--- src/rtl/uart_pkg.sv ---
// Shared UART definitions: parity codes, transmitter FSM encoding and baud divisor helper.
// Kept free of tx-specific logic so a receiver can reuse the parity codes.
package uart_pkg;

    localparam int PARITY_NONE = 0;
    localparam int PARITY_ODD  = 1;
    localparam int PARITY_EVEN = 2;

    typedef enum logic [2:0] {
        ST_IDLE   = 3'd0,
        ST_LOAD   = 3'd1,
        ST_START  = 3'd2,
        ST_DATA   = 3'd3,
        ST_PARITY = 3'd4,
        ST_STOP   = 3'd5
    } uart_state_e;

    // Clock cycles per bit period; integer divide, so the baud rate rounds up slightly.
    function automatic int baud_cnt_max(input int clk_freq, input int baud);
        return clk_freq / baud;
    endfunction

endpackage

--- src/rtl/sync_fifo.sv ---
// Single-clock FIFO with show-ahead read data; extra pointer MSB distinguishes full from empty.
// Writes at full and reads at empty are ignored.
module sync_fifo #(
    parameter int WIDTH = 8,
    parameter int DEPTH = 16
) (
    input  logic             clk,
    input  logic             rst_n,
    input  logic             wr_en,
    input  logic [WIDTH-1:0] wr_data,
    input  logic             rd_en,
    output logic [WIDTH-1:0] rd_data,
    output logic             full,
    output logic             empty
);

    localparam int AW = $clog2(DEPTH);

    logic [AW:0]      wr_ptr;
    logic [AW:0]      rd_ptr;
    logic [WIDTH-1:0] mem [DEPTH];
    logic             wr_fire;
    logic             rd_fire;

    assign empty   = (wr_ptr == rd_ptr);
    assign full    = (wr_ptr[AW] != rd_ptr[AW]) && (wr_ptr[AW-1:0] == rd_ptr[AW-1:0]);
    assign wr_fire = wr_en && !full;
    assign rd_fire = rd_en && !empty;
    assign rd_data = mem[rd_ptr[AW-1:0]];

    always_ff @(posedge clk or negedge rst_n) begin
        if (!rst_n) begin
            wr_ptr <= '0;
            rd_ptr <= '0;
        end else begin
            if (wr_fire) wr_ptr <= wr_ptr + 1'b1;
            if (rd_fire) rd_ptr <= rd_ptr + 1'b1;
        end
    end

    always_ff @(posedge clk) begin
        if (wr_fire) mem[wr_ptr[AW-1:0]] <= wr_data;
    end

endmodule

--- src/rtl/uart_tx_fifo.sv ---
// Buffered UART transmitter: byte strobes queue in a FIFO and leave on tx as 8N1/8E1/8O1
// frames back-to-back. The FSM state is brought out on state_dbg for checkers.
module uart_tx_fifo
    import uart_pkg::*;
#(
    parameter int UART_BSP   = 9600,
    parameter int CLK_FREQ   = 50_000_000,
    parameter int FIFO_DEPTH = 16,
    parameter int PARITY     = 0,
    parameter int STOP_BITS  = 1
) (
    input  logic        sys_clk,
    input  logic        sys_rst_n,
    input  logic [7:0]  pi_data,
    input  logic        pi_flag,
    output logic        tx,
    output logic        fifo_full,
    output logic        tx_busy,
    output logic        overflow,
    output uart_state_e state_dbg
);

    localparam int BAUD_CNT_MAX = baud_cnt_max(CLK_FREQ, UART_BSP);
    localparam int BAUD_W       = (BAUD_CNT_MAX > 1) ? $clog2(BAUD_CNT_MAX) : 1;
    localparam logic [BAUD_W-1:0] BAUD_LAST = BAUD_W'(BAUD_CNT_MAX - 1);
    localparam logic STOP_LAST  = (STOP_BITS == 2);

    uart_state_e       state, state_nxt;
    logic [BAUD_W-1:0] baud_cnt, baud_nxt;
    logic [2:0]        bit_cnt, bit_nxt;
    logic              stop_cnt, stop_nxt;
    logic [7:0]        data_reg;
    logic              parity_bit;
    logic              tx_nxt;
    logic              pop;
    logic              baud_done;
    logic [7:0]        fifo_rd_data;
    logic              fifo_empty;

    // pi_flag is a one-cycle write strobe with no ready: a strobe at full is dropped and
    // reported on overflow, even if the FSM pops in that same cycle.
    sync_fifo #(.WIDTH(8), .DEPTH(FIFO_DEPTH)) u_fifo (
        .clk     (sys_clk),
        .rst_n   (sys_rst_n),
        .wr_en   (pi_flag),
        .wr_data (pi_data),
        .rd_en   (pop),
        .rd_data (fifo_rd_data),
        .full    (fifo_full),
        .empty   (fifo_empty)
    );

    assign baud_done = (baud_cnt == BAUD_LAST);
    assign tx_busy   = (state != ST_IDLE) || !fifo_empty;
    assign state_dbg = state;

    always_comb begin
        state_nxt = state;
        baud_nxt  = baud_cnt;
        bit_nxt   = bit_cnt;
        stop_nxt  = stop_cnt;
        pop       = 1'b0;
        case (state)
            ST_IDLE: if (!fifo_empty) state_nxt = ST_LOAD;
            ST_LOAD: begin
                pop       = 1'b1;
                state_nxt = ST_START;
                baud_nxt  = '0;
            end
            ST_START: begin
                baud_nxt = baud_cnt + 1'b1;
                if (baud_done) begin
                    state_nxt = ST_DATA;
                    baud_nxt  = '0;
                    bit_nxt   = 3'd0;
                end
            end
            ST_DATA: begin
                baud_nxt = baud_cnt + 1'b1;
                if (baud_done) begin
                    baud_nxt = '0;
                    if (bit_cnt == 3'd7) begin
                        state_nxt = (PARITY != PARITY_NONE) ? ST_PARITY : ST_STOP;
                        stop_nxt  = 1'b0;
                    end else begin
                        bit_nxt = bit_cnt + 3'd1;
                    end
                end
            end
            ST_PARITY: begin
                baud_nxt = baud_cnt + 1'b1;
                if (baud_done) begin
                    state_nxt = ST_STOP;
                    baud_nxt  = '0;
                    stop_nxt  = 1'b0;
                end
            end
            ST_STOP: begin
                baud_nxt = baud_cnt + 1'b1;
                if (baud_done) begin
                    baud_nxt = '0;
                    if (stop_cnt == STOP_LAST) state_nxt = fifo_empty ? ST_IDLE : ST_LOAD;
                    else                       stop_nxt  = 1'b1;
                end
            end
            default: state_nxt = ST_IDLE;
        endcase
    end

    // tx is decoded from the next state so the line register changes on the same edge as state.
    always_comb begin
        tx_nxt = 1'b1;
        case (state_nxt)
            ST_START:  tx_nxt = 1'b0;
            ST_DATA:   tx_nxt = data_reg[bit_nxt];
            ST_PARITY: tx_nxt = parity_bit;
            default:   tx_nxt = 1'b1;
        endcase
    end

    always_ff @(posedge sys_clk or negedge sys_rst_n) begin
        if (!sys_rst_n) state <= ST_IDLE;
        else            state <= state_nxt;
    end

    always_ff @(posedge sys_clk or negedge sys_rst_n) begin
        if (!sys_rst_n) begin
            baud_cnt <= '0;
            bit_cnt  <= 3'd0;
            stop_cnt <= 1'b0;
        end else begin
            baud_cnt <= baud_nxt;
            bit_cnt  <= bit_nxt;
            stop_cnt <= stop_nxt;
        end
    end

    always_ff @(posedge sys_clk or negedge sys_rst_n) begin
        if (!sys_rst_n) begin
            data_reg   <= 8'h00;
            parity_bit <= 1'b0;
        end else if (state == ST_LOAD) begin
            data_reg   <= fifo_rd_data;
            parity_bit <= (PARITY == PARITY_ODD) ? ~^fifo_rd_data : ^fifo_rd_data;
        end
    end

    always_ff @(posedge sys_clk or negedge sys_rst_n) begin
        if (!sys_rst_n) begin
            tx       <= 1'b1;
            overflow <= 1'b0;
        end else begin
            tx       <= tx_nxt;
            overflow <= pi_flag && fifo_full;
        end
    end

endmodule

--- config.mk ---
export PLATFORM = sky130hd
export DESIGN_NAME = uart_tx_fifo
export DESIGN_NICKNAME = d
export VERILOG_FILES = /design/src/rtl/uart_pkg.sv /design/src/rtl/sync_fifo.sv /design/src/rtl/uart_tx_fifo.sv
export SDC_FILE = /design/constraint.sdc
export NUM_CORES = 1
export LEC_CHECK = 0
export ABC_CLOCK_PERIOD_IN_PS = 3800
export BUFFER_PORTS_ARGS = -buffer_cell sky130_fd_sc_hd__buf_2
export CORE_MARGIN = 2
export CORE_UTILIZATION = 35
export CTS_BUF_LIST = sky130_fd_sc_hd__clkbuf_8
export CTS_CLUSTER_DIAMETER = 60
export DETAILED_ROUTE_END_ITERATION = 8
export GPL_TIMING_DRIVEN = 0
export SLEW_MARGIN = 40
export SYNTH_ARGS = -nofsm -noshare
export SYNTH_HDL_FRONTEND = slang
export SYNTH_SLANG_ARGS = --single-unit
--- constraint.sdc ---
create_clock -name sys_clk -period 3.8 [get_ports sys_clk]
set_clock_uncertainty 0.2 [all_clocks]
set_input_delay 0.76 -clock sys_clk [delete_from_list [all_inputs] [get_ports sys_clk]]
set_output_delay 0.76 -clock sys_clk [all_outputs]
set_load 0.005 [all_outputs]
==> metrics.yaml <==
status: "completed"
synthTopCellsByArea: "edfxtp_1 (53%), dfrtp_1 (13%), mux2i_1 (2.9%)"
p_seq_frac: 0.498
critical_path.endpoint_type: "register"
synth_top_area_frac: 0.529
drt_wl_total_um: 15000
clkLatencyLatePin_ns: 0.44
worstPathArrival_ns: 3.26
post-route-min-period_ns: 3.39
max_freq_ghz: 0.295
p_sw_mw: 1.41
wl_met2_um: 7140
via_count: 4126
grt-ovfl-total: 0
rsz0062_at_grt: "no"
async_reset_ff_frac: 0.238
post-synth-top-count-cell: "edfxtp_1"
post_cts_resized: 0
reg2reg_depth: 8
dr.max_layer_used: "met4"
crit_fanout: 10
hpwl_um: 10100
synth_area_per_cell_um2: 14.8
leakagePower_nw: 2.91
relSlewSlack: 0.467
cts_sinks: 168
synth_edf_count: 128
setup_viol: 0
p_comb_frac: 0.229
grt_pass1_vias: 4179
fillCellCount: 1899
portBuffers: 17
power_mw: 4.68
ys.flop_type: "edfxtp_1"
holdWs_ns: 0.0824
largest_reg_flops: 128
clk_pin_slew_ns: 0.09
fin_tns_setup_ns: 0
drtIter0Drc: 274
rows: 52
grt_max_degree: 41
area_growth_pct: 11.8
synthTopCellsByCount: "edfxtp_1 (128), nand2_1 (44), dfrtp_1 (39)"
ys_warn_count: 0
cp.required_ns: 3.68
postPlaceCellArea_mm2: 0.00771
die_w_um: 148
cts_setup_buffers: 0
power_density_mw_per_mm2: 576
ys_types: 51
vdd_ir_drop_max_uv: 432
fin_area_mm2: 0.00812
track_usage: 0.143
dieHeight_um: 148
clock_path_buffers: 2
coreArea_mm2: 0.0203
switching_share: 0.301
antenna_found_initial: 0
synthCells: 490
power_frac_clock: 0.273
yosys.area.top_type: "edfxtp_1"
ys_seq_area_frac: 0.667
synth_nets: 508
cap_viol_max_count: 0
hold_violations: 0
period_share: 0.891
hold_buffers: 0
wl_met3_um: 505
cts_made_buffers: 17
cts_tree: "built"
drive_above_1_share: 0.165
critPathKind: "reg2reg"
antenna_cells: 0
startpoint_type: "register"
reg2reg_from: "u_fifo.rd_ptr[3]$_DFFE_PN0P_"
intPower_mw: 3.27
endpoint: "u_fifo.mem[3][6]$_DFFE_PP_"
place.gp.congestion: 0.784
tightest_slew_ns: 0.797
grt_first_pass_wirelength_um: 23600
cts-root-buf: "clkbuf_8"
num-nets-final: 544
num_io_pins: 18
reg2reg_to: "u_fifo.mem[3][6]$_DFFE_PP_"
wl_per_cell_um: 18.5
synth_area_mm2: 0.00726
routed_via_density: 5.11
first_pass_iters: 4
initial_core_util: 0.358
dieArea_mm2: 0.0219
fin_util: 0.400
yosys_register_bits: 168
ant_nets: 0
wl_met1_um: 7180
drc: 0
cts.htree.levels: 4
crit_start: "u_fifo.rd_ptr[3]$_DFFE_PN0P_"
hp-class: "in2async"
rrSetupSlack_ns: 0.41
finalMaxSlewViolations: 0
-- layout make-up --
cell class,count,area (um^2),area share
Sequential cell,168,4850,0.597
Multi-Input combinational cell,295,2310,0.284
Tap cell,270,338,0.0416
Clock buffer,17,234,0.0288
Clock inverter,14,165,0.0203
Buffer,22,121,0.0150
Timing Repair Buffer,17,87.6,0.0108
Inverter,5,18.8,0.00231
-- routing by layer --
layer,vias up,GRT usage
met5,-,0
met4,0,0.0424
met3,10,0.0293
met2,70,0.229
met1,2063,0.198
li1,1983,-
-- per-stage QoR --
step / setup slack [ns] / instances
2_1_floorplan: 0.997 / 490
3_3_place_gp: 0.0184 / 777
3_5_place_dp: 0.281 / 777
4_1_cts: 0.264 / 808
5_1_grt: 0.105 / 808
6_report: 0.414 / 808
-- placed cells by master, fill, tap and decap left out, drive strengths merged, types with 5 or more instances in the layout --
cell and n:
and3 11, mux2 10, nor2b 14, nand4 10
a21oi 8, ha 7, nor3 7, nand3 7
clkbuf 28, nor2 18, xnor2 10, mux2i 21
nand2b 5, a22oi 9, a211oi 14, nand2 44
o31ai 6, dfrtp 39, buf 28, edfxtp 128
inv 13, mux4 16, o21ai 30, a211o 8
-- worst min-delay path by stage --
| stage | from | slack (ns) | depth (start not counted) | to |
|---|---|---|---|---|
| after floorplan | data_reg[0]$_DFFE_PN0P_ | 0.24 | 2 | data_reg[0]$_DFFE_PN0P_ |
| after global placement | baud_cnt[12]$_DFFE_PN0P_ | 0.27 | 1 | baud_cnt[12]$_DFFE_PN0P_ |
| after detailed placement | data_reg[0]$_DFFE_PN0P_ | 0.26 | 2 | data_reg[0]$_DFFE_PN0P_ |
| after CTS | sys_rst_n | 0.07 | 1 | baud_cnt[10]$_DFFE_PN0P_ |
| after global routing | sys_rst_n | 0.09 | 1 | state_dbg[2]$_DFF_PN0_ |
| final | sys_rst_n | 0.08 | 1 | baud_cnt[10]$_DFFE_PN0P_ |
-- kinds of logic (layout without fill, tap and decap cells) --
group	after synthesis	in the layout	synth area share
muxes	47	47	0.0982
buffers and inverters	27	75	0.0193
adders and majority gates	7	7	0.0121
DFF	168	168	0.667
and+or+nand+nor	132	132	0.0975
xor gates and xnor gates	14	14	0.0169
AOI/OAI and AO/OA	95	95	0.0886
-- critical path: stages (launching register included) --
cell and delay, ns:
dfrtp_1 0.52, clkbuf_1 0.48, xnor2_1 0.12, nand4_1 0.13, nor2b_1 0.11, nor2b_1 0.16, clkbuf_1 0.33, nand2_1 0.33
nor3_2 0.64
-- power groups by stage --
stage	combinational, mW	clock [mW]	sequential, mW
3_3_place_gp	1.04	0	2.36
6_report	1.07	1.28	2.33
3_5_place_dp	1.07	0	2.37
2_1_floorplan	0.781	0	2.33
4_1_cts	1.07	1.31	2.33
5_1_grt	1.19	1.38	2.36
No activity file was read; power rests on OpenSTA's default activity.
